File: src/rtl/logic_acc.sv
// Sequential bitwise accumulator: one command per in handshake, registered result per out handshake.
// Each accumulator bit is computed by its own lane instance; no bit depends on a neighbour.

module logic_acc_lane (
    input  logic [2:0] op,
    input  logic       a,
    input  logic       b,
    output logic       y
);
    always_comb begin
        y = a;
        case (op)
            3'd0:    y = a ^ b;
            3'd1:    y = a & b;
            3'd2:    y = a | b;
            3'd3:    y = ~(a | b);
            3'd4:    y = b;
            3'd5:    y = 1'b0;
            default: y = a;   // reserved codes leave the bit untouched
        endcase
    end
endmodule

module logic_acc #(
    parameter int WIDTH = 4
) (
    input  logic             clk,
    input  logic             rst,
    input  logic             in_valid,
    output logic             in_ready,
    input  logic [2:0]       op,
    input  logic [WIDTH-1:0] B,
    output logic             out_valid,
    input  logic             out_ready,
    output logic [WIDTH-1:0] Result,
    output logic             Zero,
    output logic             Err,
    output logic [7:0]       OpCount
);
    typedef enum logic [1:0] {IDLE, EXEC, RESP} state_t;

    typedef struct packed {
        logic [2:0]       op;
        logic [WIDTH-1:0] b;
    } cmd_t;

    state_t           state, state_nxt;
    cmd_t             cmd_q;
    logic [WIDTH-1:0] acc, acc_nxt;
    logic             zero_q, err_q, out_valid_q;
    logic [7:0]       cnt;

    for (genvar i = 0; i < WIDTH; i++) begin : g_lane
        logic_acc_lane u_lane (
            .op (cmd_q.op),
            .a  (acc[i]),
            .b  (cmd_q.b[i]),
            .y  (acc_nxt[i])
        );
    end

    always_comb begin
        state_nxt = state;
        in_ready  = 1'b0;
        case (state)
            IDLE: begin
                in_ready = 1'b1;
                if (in_valid) state_nxt = EXEC;
            end
            EXEC:    state_nxt = RESP;
            RESP:    if (out_ready) state_nxt = IDLE;
            default: state_nxt = IDLE;
        endcase
    end

    always_ff @(posedge clk) begin
        if (rst) begin
            state       <= IDLE;
            cmd_q       <= '0;
            acc         <= '0;
            zero_q      <= 1'b1;
            err_q       <= 1'b0;
            out_valid_q <= 1'b0;
            cnt         <= 8'd0;
        end else begin
            state       <= state_nxt;
            out_valid_q <= (state_nxt == RESP);
            if (state == IDLE && in_valid) begin
                cmd_q.op <= op;
                cmd_q.b  <= B;
            end
            // acc, Zero and Err only move in EXEC, so they hold steady through a RESP stall
            if (state == EXEC) begin
                acc    <= acc_nxt;
                zero_q <= (acc_nxt == '0);
                err_q  <= cmd_q.op[2] & cmd_q.op[1];
            end
            if (state == RESP && out_ready) cnt <= cnt + 8'd1;
        end
    end

    assign out_valid = out_valid_q;
    assign Result    = acc;
    assign Zero      = zero_q;
    assign Err       = err_q;
    assign OpCount   = cnt;
endmodule

File: config.mk
export PLATFORM = sky130hd
export DESIGN_NAME = logic_acc
export DESIGN_NICKNAME = d
export VERILOG_FILES = /design/src/rtl/logic_acc.sv
export SDC_FILE = /design/constraint.sdc
export NUM_CORES = 1
export LEC_CHECK = 0
export CORE_UTILIZATION = 39
export DETAILED_ROUTE_END_ITERATION = 8
export PLACE_DENSITY = 0.65
export RECOVER_POWER = 25
export SLEW_MARGIN = 20
export SYNTH_ARGS = -nofsm -noshare
export SYNTH_HDL_FRONTEND = slang
export SYNTH_HIERARCHICAL = 1
export SYNTH_SLANG_ARGS = --single-unit
File: constraint.sdc
create_clock -name clk -period 6.15 [get_ports clk]
set_clock_uncertainty 0.2 [all_clocks]
set_input_delay 1.23 -clock clk [delete_from_list [all_inputs] [get_ports clk]]
set_output_delay 1.23 -clock clk [all_outputs]
set_load 0.005 [all_outputs]
**Yosys cells after proc, flatten, opt, wreduce, memory -nomap -nowiden**

Cells that the tools add are included.
Widths: inputs -> output; s select.

- Word-level logic and storage cells: 47
- Bits of input ports: 11
- Output and inout bits: 16
- Register bits: 24

- Add/sub/neg operators: 1
- Reduce and logical (&&, ||, !) cells: 5
- Multiplexer cells: 8
- Equal/unequal tests: 8
- Bitwise operators: 17

Operators by type and width:

| cell | number |
|---|---|
| $pmux 1 s6 | 4 |
| $add 8x1->8 const B | 1 |
| $eq 3x2->1 const B | 2 |
| $eq 3x3->1 const B | 2 |
| $pmux 2 s3 | 1 |
| $and 1x1->1 | 5 |
| $eq 2x2->1 const B | 2 |
| $logic_not 4->1 | 1 |
| $mux 2 | 2 |
| $not 1->1 | 4 |
| $or 1x1->1 | 4 |
| $xor 1x1->1 | 4 |
| $eq 3x1->1 const B | 1 |
| $logic_not 3->1 | 1 |
| $eq 2x1->1 const B | 1 |
| $logic_and 1x1->1 | 2 |
| $logic_not 2->1 | 1 |
| $mux 1 | 1 |

**Longest topological paths before layout**

Gate-level depths: netlist (run 1).

- Depth after elaboration: 4
- Gate-level depth with buffers: 8
- Gate-level depth less buffers: 8

**Hierarchy**

The synthesis (run 1) kept the hierarchy.

By module, submodules not included:

| module | area an instance (µm²) | cells each | sequential area each (µm²) | times used |
|---|---|---|---|---|
| logic_acc | 923.4 | 92 | 480.5 | 1 |
| logic_acc_lane | 80.1 | 11 | 0.0 | 4 |

**Worst setup path after synthesis (run 1)**

No wires, ideal clock.

- Kind: input to register
- From: input port out_ready
- To: register cnt[5] (netlist: OpCount[5])
- Cell stages on the path: 3
- Setup time: 71 ps
- Data arrival time: 1,951 ps
- Setup slack: 3,928 ps
- Required time: 5,879 ps
- Path buffers: 0
- Cell sequence: nand3b_4 -> or4_1 -> a21oi_1

- Word-level cells in the longest chain between the ends: 1

RTL lines:

| what | line | RTL |
|---|---|---|
| start, declared | 34 | `input logic out_ready,` |
| $logic_and 1x1->1 | 98 | `if (state == RESP && out_ready) cnt <= cnt + 8'd1;` |
| end signal, assigned | 98 |  |
| end, declared | 51 | `logic [7:0] cnt;` |

Every way passes these cells.
A chain may end at the register's enable or synchronous reset.

**Worst setup path in the final report (run 1)**

- From: register state[1]
- To: output port in_ready

- Word-level cells in the longest chain between the ends: 2

RTL lines:

| what | line | RTL |
|---|---|---|
| start, declared | 47 | `state_t state, state_nxt;` |
| start signal, assigned | 86 | `state <= state_nxt;` |
| $logic_not 2->1 | 65 | `case (state)` |
| $mux 1 | 65 |  |
| end, declared | 30 | `output logic in_ready,` |

Every way passes these cells.

==> out/results.ini, run 1 <==
[synth]
synth.most_common_cell = dfxtp_1
yosys.area.top_type = dfxtp_1
synth_fp_nets = 156
ys_seq_area_share_pct = 38.63
yosys-top-cells-area = dfxtp_1 39%, mux2i_1 13%, ha_1 9.1%
avgSynthCellArea_um2 = 9.145
synthFlopType = dfxtp_1
yosysWarningCount = 6
synth_async_sr_flop_share_pct = 0
ys_top_cells_by_count = 24 x dfxtp_1, 16 x mux2i_1, 16 x nor2_1
synth.cell_area_mm2 = 0.001244
synthCells = 136
synth_cell_types = 26
yosysTopAreaCellShare_pct = 38.63
synth-edff-count = 0
ys_ff_latch = 24

[setup_path]
end_kind = primary output
worstRegToRegCells = 6
required_ns = 4.72
crit_fanout = 7
crit_slowest_cell = clkdlybuf4s50_1
path_class = register to primary output
cpPeakStageDelay_ns = 0.50
worstPathCellList = nor2_1, clkdlybuf4s50_1
crit_path_start_kind = register
cp_data_arrival_time_ns = 1.33

[routing]
first_iter_violations = 41
wl_per_cell_um = 12.35
drtPass1Iterations = 4
vias_per_cell = 5.082
totalWireLength_um = 2556
final_antenna_net_count = 0
drc = 0
vias = 1052

[floorplanning]
die-area_mm2 = 0.003419
core-area_mm2 = 0.003028
dieHeight_um = 58.47
dieWidth_um = 58.47
ios = 27
initial_utilization_pct = 41.07
num_rows = 20

[power]
p_switching_w = 0.00008073
netSwitchingFraction_pct = 23.83
seqPwrFrac_pct = 51.1
p_comb_share_pct = 15.3
power.internal_w = 0.0002580
ir_drop_uv = 138.3
clkPwrFrac_pct = 33.7
power_density_mw_per_mm2 = 211.5
leakagePower_nw = 0.6224

[timing]
max_freq_ghz = 0.3623
hold_viol = 0
slew_violations = 0
whs_ns = 0.2609
worst_slew_pin_slew_ns = 0.8725
min_period_over_period_pct = 44.89
setup_ws_ns = 3.390
finalSetupViolCount = 0
post-route-min-period_ns = 2.760
rsz0062_at_grt = no
setup_tns_ns = 0
slew_headroom_pct = 41.64

[global_route]
grt_overflow_total = 0
grt_antenna_before_repair = 0
first_global_vias = 1043
grt_pass1_wl_um = 4498
grt_max_degree = 25
grtUsageTotal_pct = 17.19

[clocking]
cts_sinks = 24
clk_pin_slew_ns = 0.13
cts_setup_buffers = 0
cts_resized = 0
cts_buffers = 3
cts_htree_levels = 1
cts_buffer_depth = 2
clk_latency_ns = 0.32
cts_tree = built
cts_root_buf = clkbuf_4
cts-hold-fix-buffers = 0

[layout]
synthToLayoutAreaGrowth_pct = 28.77
layout-drive-gt1-share_pct = 4.294
fillers = 292
antenna_cells = 0
fin_nets = 184

[flow_run]
cap_violations = 0

[outcome]
outcome = completed

[placement]
gp_congestion = 0.7181
port_buffers = 26
dpl.hpwl_um = 1835
preCtsSetupSlack_ns = 3.291

[min_path]
whs_path_depth = 2
hold_class = register to register

cells in the final DEF (no fill, tap or decap), types with 4 or more instances in the layout:
master	count
dfxtp_1	24
mux2i_1	16
o21a_1	4
clkdlybuf4s50_1	25
o211ai_1	4
inv_1	8
a21oi_1	8
nand2_1	11
nor2_1	16
xor2_1	6
o22ai_1	4
ha_1	9
power groups by stage:
| stage | logic [W] | clock network [W] | registers [W] |
|---|---|---|---|
| global placement | 0.0000501 | 0 | 0.000176 |
| finish | 0.0000517 | 0.000114 | 0.000173 |
| floorplan | 0.0000333 | 0 | 0.000174 |
| detailed placement | 0.0000523 | 0 | 0.000177 |
| CTS | 0.0000526 | 0.000117 | 0.000173 |
| global route | 0.0000583 | 0.000125 | 0.000175 |
flip-flops by register name (all words and copies together), names as in the netlist:
name / count
state: 2
Result: 4
OpCount: 8
out_valid: 1
cmd_q: 7
Err: 1
Zero: 1
metrics by stage:
step                instances  instance area [um^2]  utilization [%]  power [W]
floorplan                 136                  1244                -  0.0002072
global placement          203                  1549            51.16  0.0002261
detailed placement        203                  1549            51.16  0.0002290
CTS                       207                  1602            52.89  0.0003429
global route              207                  1602            52.89  0.0003579
finish                    207                  1602            52.89  0.0003387
cells by family (layout without fill, tap and decap cells):
family | after synthesis | in the layout | synth area share, %
multiplexers | 16 | 16 | 12.88
buffers and inverters | 12 | 39 | 3.823
XOR/XNOR | 6 | 6 | 4.225
flip-flops | 24 | 24 | 38.63
AND/OR/NAND/NOR | 43 | 43 | 18.21
adder cells (fa/ha/maj) | 9 | 9 | 9.054
AO/OA/AOI/OAI | 26 | 26 | 13.18
area by class of cell:
type                       count  area, um^2  area share [%]
clock buffer                   3       22.52           1.406
tap                           44       55.05           3.437
multi-input combinational    100       715.7           44.69
clock inverter                 1       30.03           1.875
timing repair buffer          27       267.8           16.72
sequential                    24       480.5           30.00
inverter                       8       30.03           1.875
metal layers:
metal,up-vias,track usage [%],wire length (um),part of all wire [%]
met1,494,20.38,1109,43
met3,2,4.615,114,4.5
li1,534,-,-,-
met4,0,3.061,18,0.70
met5,-,0,0,0
met2,22,31.36,1313,51
final timing paths:
kind	slack [ns]	endpoint	start
min	0.26	Err	Err
min reg2reg	0.26	Err	Err
max	3.39	in_ready	state[1]
max reg2reg	3.89	Zero	cmd_q[4]
critical path: cells and delay by family, from the launching register on:
family,cells,cell delay (ns)
buf+inv,1,0.50
flops,1,0.41
simple gates,1,0.11
(Power assumes the default switching activity.)
==> run 2, diff against run 1 <==
--- a/config.mk
+++ b/config.mk
@@ -7,7 +7,7 @@
 export LEC_CHECK = 0
 export CORE_UTILIZATION = 39
 export DETAILED_ROUTE_END_ITERATION = 8
-export PLACE_DENSITY = 0.65
+export PLACE_DENSITY = 0.68
 export RECOVER_POWER = 25
 export SLEW_MARGIN = 20
 export SYNTH_ARGS = -nofsm -noshare
==> constraint.sdc (replaced) <==
create_clock -name clk -period 2.5 [get_ports clk]
set_clock_uncertainty 0.2 [all_clocks]
set_input_delay 0.5 -clock clk [delete_from_list [all_inputs] [get_ports clk]]
set_output_delay 0.5 -clock clk [all_outputs]
set_load 0.005 [all_outputs]
==> out/results.ini, run 2 (synthesis results as in run 1) <==
[timing]
min_period_over_period_pct = 87.47
setup_tns_ns = 0  ; unchanged
max_freq_ghz = 0.4573
post-route-min-period_ns = 2.187
finalSetupViolCount = 0  ; unchanged
slew_violations = 0  ; unchanged
hold_viol = 0  ; unchanged
slew_headroom_pct = 59.50  ; +18 points
whs_ns = 0.2672  ; +0.006346 ns
rsz0062_at_grt = no
worst_slew_pin_slew_ns = 0.6074  ; -0.2651 ns

[clocking]
clk_pin_slew_ns = 0.14  ; about the same
cts_setup_buffers = 0  ; unchanged
cts_resized = 0  ; unchanged
cts_htree_levels = 1  ; unchanged
cts_tree = built
cts_sinks = 24  ; unchanged
cts_buffers = 3  ; unchanged
cts_buffer_depth = 2  ; unchanged
cts-hold-fix-buffers = 0  ; unchanged
clk_latency_ns = 0.31  ; about the same
cts_root_buf = clkbuf_4

[global_route]
grt_antenna_before_repair = 0  ; unchanged
grt_pass1_wl_um = 4498  ; unchanged
first_global_vias = 1062  ; +1.8%
grtUsageTotal_pct = 17.04  ; -0.16 points
grt_max_degree = 19  ; -24%
grt_overflow_total = 0  ; unchanged

[routing]
drtPass1Iterations = 4  ; unchanged
wl_per_cell_um = 12.79  ; +3.6%
drc = 0  ; unchanged
totalWireLength_um = 2699  ; +5.6%
first_iter_violations = 50  ; +22%
final_antenna_net_count = 0  ; unchanged
vias_per_cell = 5.218  ; +2.7%
vias = 1101  ; +4.7%

[placement]
place_area_mm2 = 0.001579  ; +1.9%
gp_congestion = 0.8191  ; +14%
port_buffers = 26  ; unchanged
dpl.hpwl_um = 2005  ; +9.2%

[power]
ir_drop_uv = 262.6  ; +90%
finalPower_w = 0.0007630  ; +130%
leakagePower_nw = 0.6287  ; +1.0%
power_density_mw_per_mm2 = 474.6  ; +120%

[min_path]
whs_path_depth = 2  ; unchanged
hp-start = Err
hold_end = Err
hold_class = register to register

[setup_path]
r2r_slack_ns = 0.31  ; -3.58 ns
cp_data_arrival_time_ns = 2.26  ; +0.93 ns
worstRegToRegCells = 8  ; +2
end_kind = register
required_ns = 2.57  ; -2.15 ns
crit_path_start_kind = register
r2r-start = Result[3]
r2r_end = Zero
path_class = register to register
crit_fanout = 5  ; -2

[floorplanning]
core-area_mm2 = 0.003028  ; unchanged
die-area_mm2 = 0.003419  ; unchanged
dieWidth_um = 58.47  ; unchanged
initial_utilization_pct = 41.07  ; unchanged
dieHeight_um = 58.47  ; unchanged
num_rows = 20  ; unchanged
ios = 27  ; unchanged

[layout]
seqCellArea_um2 = 480.5  ; unchanged
multi_input_comb_area_um2 = 715.7  ; unchanged
layout-drive-gt1-share_pct = 5.389  ; +1.1 points
fin_nets = 188  ; +2.2%
layout_commonest_cell = dfxtp_1
layout_common_cells = 24 x dfxtp_1, 23 x clkdlybuf4s50_1, 16 x nor2_1, 16 x mux2i_1, 11 x nand2_1
final_cell_area_mm2 = 0.001608  ; +0.39%
synthToLayoutAreaGrowth_pct = 29.28
post-route-util_pct = 53.10  ; +0.21 points
antenna_cells = 0  ; unchanged
fillers = 302  ; +3.4%
largest_reg_flops = 8  ; unchanged

[flow_run]
cap_violations = 0  ; unchanged

[outcome]
outcome = completed

run 2: area by class of cell:
class | count | area share (%)
repair buffers | 31 | 18.05
inverters | 8 | 1.868
multi-input cells | 100 | 44.51
clock buffers | 4 | 2.257
flip-flops and latches | 24 | 29.88
well taps | 44 | 3.424
run 2: worst max path at each step:
stage	to	cells after the start	startpoint	slack [ns]
floorplan	Zero	6	cmd_q[4]	0.47
global placement	Zero	8	Result[3]	0.41
detailed placement	Zero	8	Result[3]	0.36
CTS	Zero	8	Result[3]	0.32
global route	Zero	8	Result[3]	0.18
finish	Zero	8	Result[3]	0.31
run 2: stage by stage:
step / setup slack [ns] / instances
after floorplan: 0.4719 / 136
after global placement: 0.4135 / 207
after detailed placement: 0.3585 / 207
after CTS: 0.3169 / 211
after global routing: 0.1849 / 211
final: 0.3132 / 211
run 2: worst max-delay path: stages (launching register included):
cell	delay [ns]
dfxtp_1	0.43
inv_1	0.07
ha_1	0.29
mux2i_1	0.13
o22ai_1	0.10
o21a_1	0.21
or4_1	0.51
nor2_1	0.10
a211o_1	0.11
run 2: metal layers:
layer / vias to the layer above / global-route usage (%) / wire [um] / share of wire, %
met4: 0 / 5.102 / 12 / 0.44
met5: - / 0 / 0 / 0
li1: 543 / - / - / -
met2: 29 / 33.33 / 1383 / 51
met1: 527 / 18.69 / 1190 / 44
met3: 2 / 2.637 / 113 / 4.2
run 2: report_power, final:
group	internal, W	switching (W)	total [W]
combinational	0.0000766	0.0000603	0.000137
sequential	0.000398	0.0000222	0.000420
clock	0.0000889	0.000117	0.000206
total	0.000564	0.000199	0.000763
==> run 3, diff against run 2 <==
--- a/config.mk
+++ b/config.mk
@@ -5,9 +5,11 @@
 export SDC_FILE = /design/constraint.sdc
 export NUM_CORES = 1
 export LEC_CHECK = 0
-export CORE_UTILIZATION = 39
+export CELL_PAD_IN_SITES_DETAIL_PLACEMENT = 1
+export CELL_PAD_IN_SITES_GLOBAL_PLACEMENT = 1
+export CORE_UTILIZATION = 33
 export DETAILED_ROUTE_END_ITERATION = 8
-export PLACE_DENSITY = 0.68
+export PLACE_DENSITY = 0.74
 export RECOVER_POWER = 25
 export SLEW_MARGIN = 20
 export SYNTH_ARGS = -nofsm -noshare
==> out/results.ini, run 3 (synthesis results as in run 1) <==
[outcome]
outcome = completed

[layout]
instances_no_fill = 212  ; +0.47%
fin_nets = 187  ; -0.53%
fillers = 419  ; +39%
seqCellArea_um2 = 480.5  ; unchanged
largest_reg_flops = 8  ; unchanged
layout_common_cells = 25 x clkdlybuf4s50_1, 24 x dfxtp_1, 16 x nor2_1, 16 x mux2i_1, 11 x nand2_1
post-route-util_pct = 46.75  ; -6.3 points
synthToLayoutAreaGrowth_pct = 30.38
layout_commonest_cell = clkdlybuf4s50_1
multi_input_comb_area_um2 = 715.7  ; unchanged
antenna_cells = 0  ; unchanged
layout-drive-gt1-share_pct = 4.819  ; -0.57 points

[floorplanning]
num_rows = 21  ; +5.0%
core-area_mm2 = 0.003468  ; +15%
initial_utilization_pct = 35.86  ; -5.2 points
dieWidth_um = 63.39  ; +8.4%
ios = 27  ; unchanged
die-area_mm2 = 0.004018  ; +18%
dieHeight_um = 63.39  ; +8.4%

[power]
clkPwrFrac_pct = 32.2  ; +5.2 points
finalPower_w = 0.0008239  ; +8.0%
leakagePower_nw = 0.6312  ; +0.39%
p_switching_w = 0.0002091  ; +4.8%
ir_drop_uv = 193.1  ; -26%
seqPwrFrac_pct = 51.1  ; -4.0 points
power.internal_w = 0.0006148  ; +9.1%
netSwitchingFraction_pct = 25.38  ; -0.76 points
power_density_mw_per_mm2 = 508.1  ; +7.1%
p_comb_share_pct = 16.7  ; -1.2 points

[timing]
setup_tns_ns = 0  ; unchanged
post-route-min-period_ns = 2.180  ; -0.006959 ns
min_period_over_period_pct = 87.19  ; -0.28 points
slew_violations = 0  ; unchanged
finalSetupViolCount = 0  ; unchanged
hold_viol = 0  ; unchanged
max_freq_ghz = 0.4588  ; +0.32%
slew_headroom_pct = 59.27  ; -0.23 points
worst_slew_pin_slew_ns = 0.6109  ; +0.003521 ns
rsz0062_at_grt = no

[min_path]
hold_end = Err
hp-start = Err
hold_class = register to register
whs_path_depth = 2  ; unchanged

[global_route]
grt_pass1_wl_um = 5043  ; +12%
grt_antenna_before_repair = 0  ; unchanged
grt_max_degree = 19  ; unchanged
first_global_vias = 1107  ; +4.2%
grt_overflow_total = 0  ; unchanged
grtUsageTotal_pct = 15.66  ; -1.4 points

[flow_run]
cap_violations = 0  ; unchanged

[routing]
drtPass1Iterations = 4  ; unchanged
vias_per_cell = 5.113  ; -2.0%
vias = 1084  ; -1.5%
first_iter_violations = 52  ; +4.0%
final_antenna_net_count = 0  ; unchanged
totalWireLength_um = 2916  ; +8.0%
drc = 0  ; unchanged
wl_per_cell_um = 13.75  ; +7.5%

[placement]
dp_cells = 208  ; +0.48%
gp_congestion = 0.7115  ; -13%
port_buffers = 26  ; unchanged
dpl.hpwl_um = 2188  ; +9.1%

[setup_path]
worstRegToRegCells = 8  ; unchanged
cp_data_arrival_time_ns = 2.20  ; -0.06 ns
path_class = register to register
r2r_end = Zero
r2r-start = Result[3]
crit_fanout = 5  ; unchanged
end_kind = register
r2r_slack_ns = 0.32  ; about the same
required_ns = 2.52  ; -0.05 ns
crit_path_start_kind = register

[clocking]
cts_buffers = 3  ; unchanged
cts_tree = built
cts-hold-fix-buffers = 0  ; unchanged
cts_setup_buffers = 0  ; unchanged
cts_resized = 0  ; unchanged
cts_buffer_depth = 2  ; unchanged
cts_root_buf = clkbuf_8
cts_htree_levels = 1  ; unchanged
clk_pin_slew_ns = 0.09  ; -0.05 ns
cts_sinks = 24  ; unchanged
clk_latency_ns = 0.26  ; -0.05 ns

==> run 3: critical path, cell delays in order (launching register included) <==
cell	delay [ns]
dfxtp_1	0.41
inv_1	0.07
ha_1	0.29
mux2i_1	0.12
o22ai_1	0.09
o21a_1	0.21
or4_1	0.52
nor2_1	0.10
a211o_1	0.11
==> run 3: metal layers <==
layer	part of all wire, %	GRT usage, %	vias up
met4	0.48	3.409	0
met2	50	28.72	22
li1	-	-	538
met3	4.4	2.899	2
met1	45	18.60	522
met5	0	0	-
==> run 3: stage by stage <==
| step | setup slack [ns] | instance area (um^2) | hold slack [ns] |
|---|---|---|---|
| final | 0.3202 | 1622 | 0.2574 |
| after global routing | 0.1743 | 1622 | 0.2998 |
| after CTS | 0.3083 | 1642 | 0.2679 |
| after detailed placement | 0.3379 | 1587 | 0.2549 |
| after global placement | 0.4145 | 1587 | 0.2428 |
| after floorplan | 0.4719 | 1244 | 0.2483 |
==> run 3: power groups by stage <==
| stage | registers [W] | logic, W | clock network (W) |
|---|---|---|---|
| after floorplan | 0.000428 | 0.0000820 | 0 |
| after global placement | 0.000428 | 0.000136 | 0 |
| after detailed placement | 0.000430 | 0.000143 | 0 |
| after CTS | 0.000421 | 0.000145 | 0.000274 |
| after global routing | 0.000425 | 0.000153 | 0.000291 |
| final | 0.000421 | 0.000138 | 0.000265 |
==> run 3: cell type report <==
class	count	share of cell area, %
clock buffers	4	3.395
inverters	8	1.852
multi-input cells	100	44.14
flip-flops and latches	24	29.63
well taps	46	3.549
repair buffers	30	17.44
==> run 3: worst max path at each step <==
stage | from | end | depth (start not counted)
final | Result[3] | Zero | 8
after floorplan | cmd_q[4] | Zero | 6
after global placement | out_ready | OpCount[5] | 4
after CTS | Result[1] | Zero | 8
after global routing | Result[1] | Zero | 8
after detailed placement | Result[1] | Zero | 8
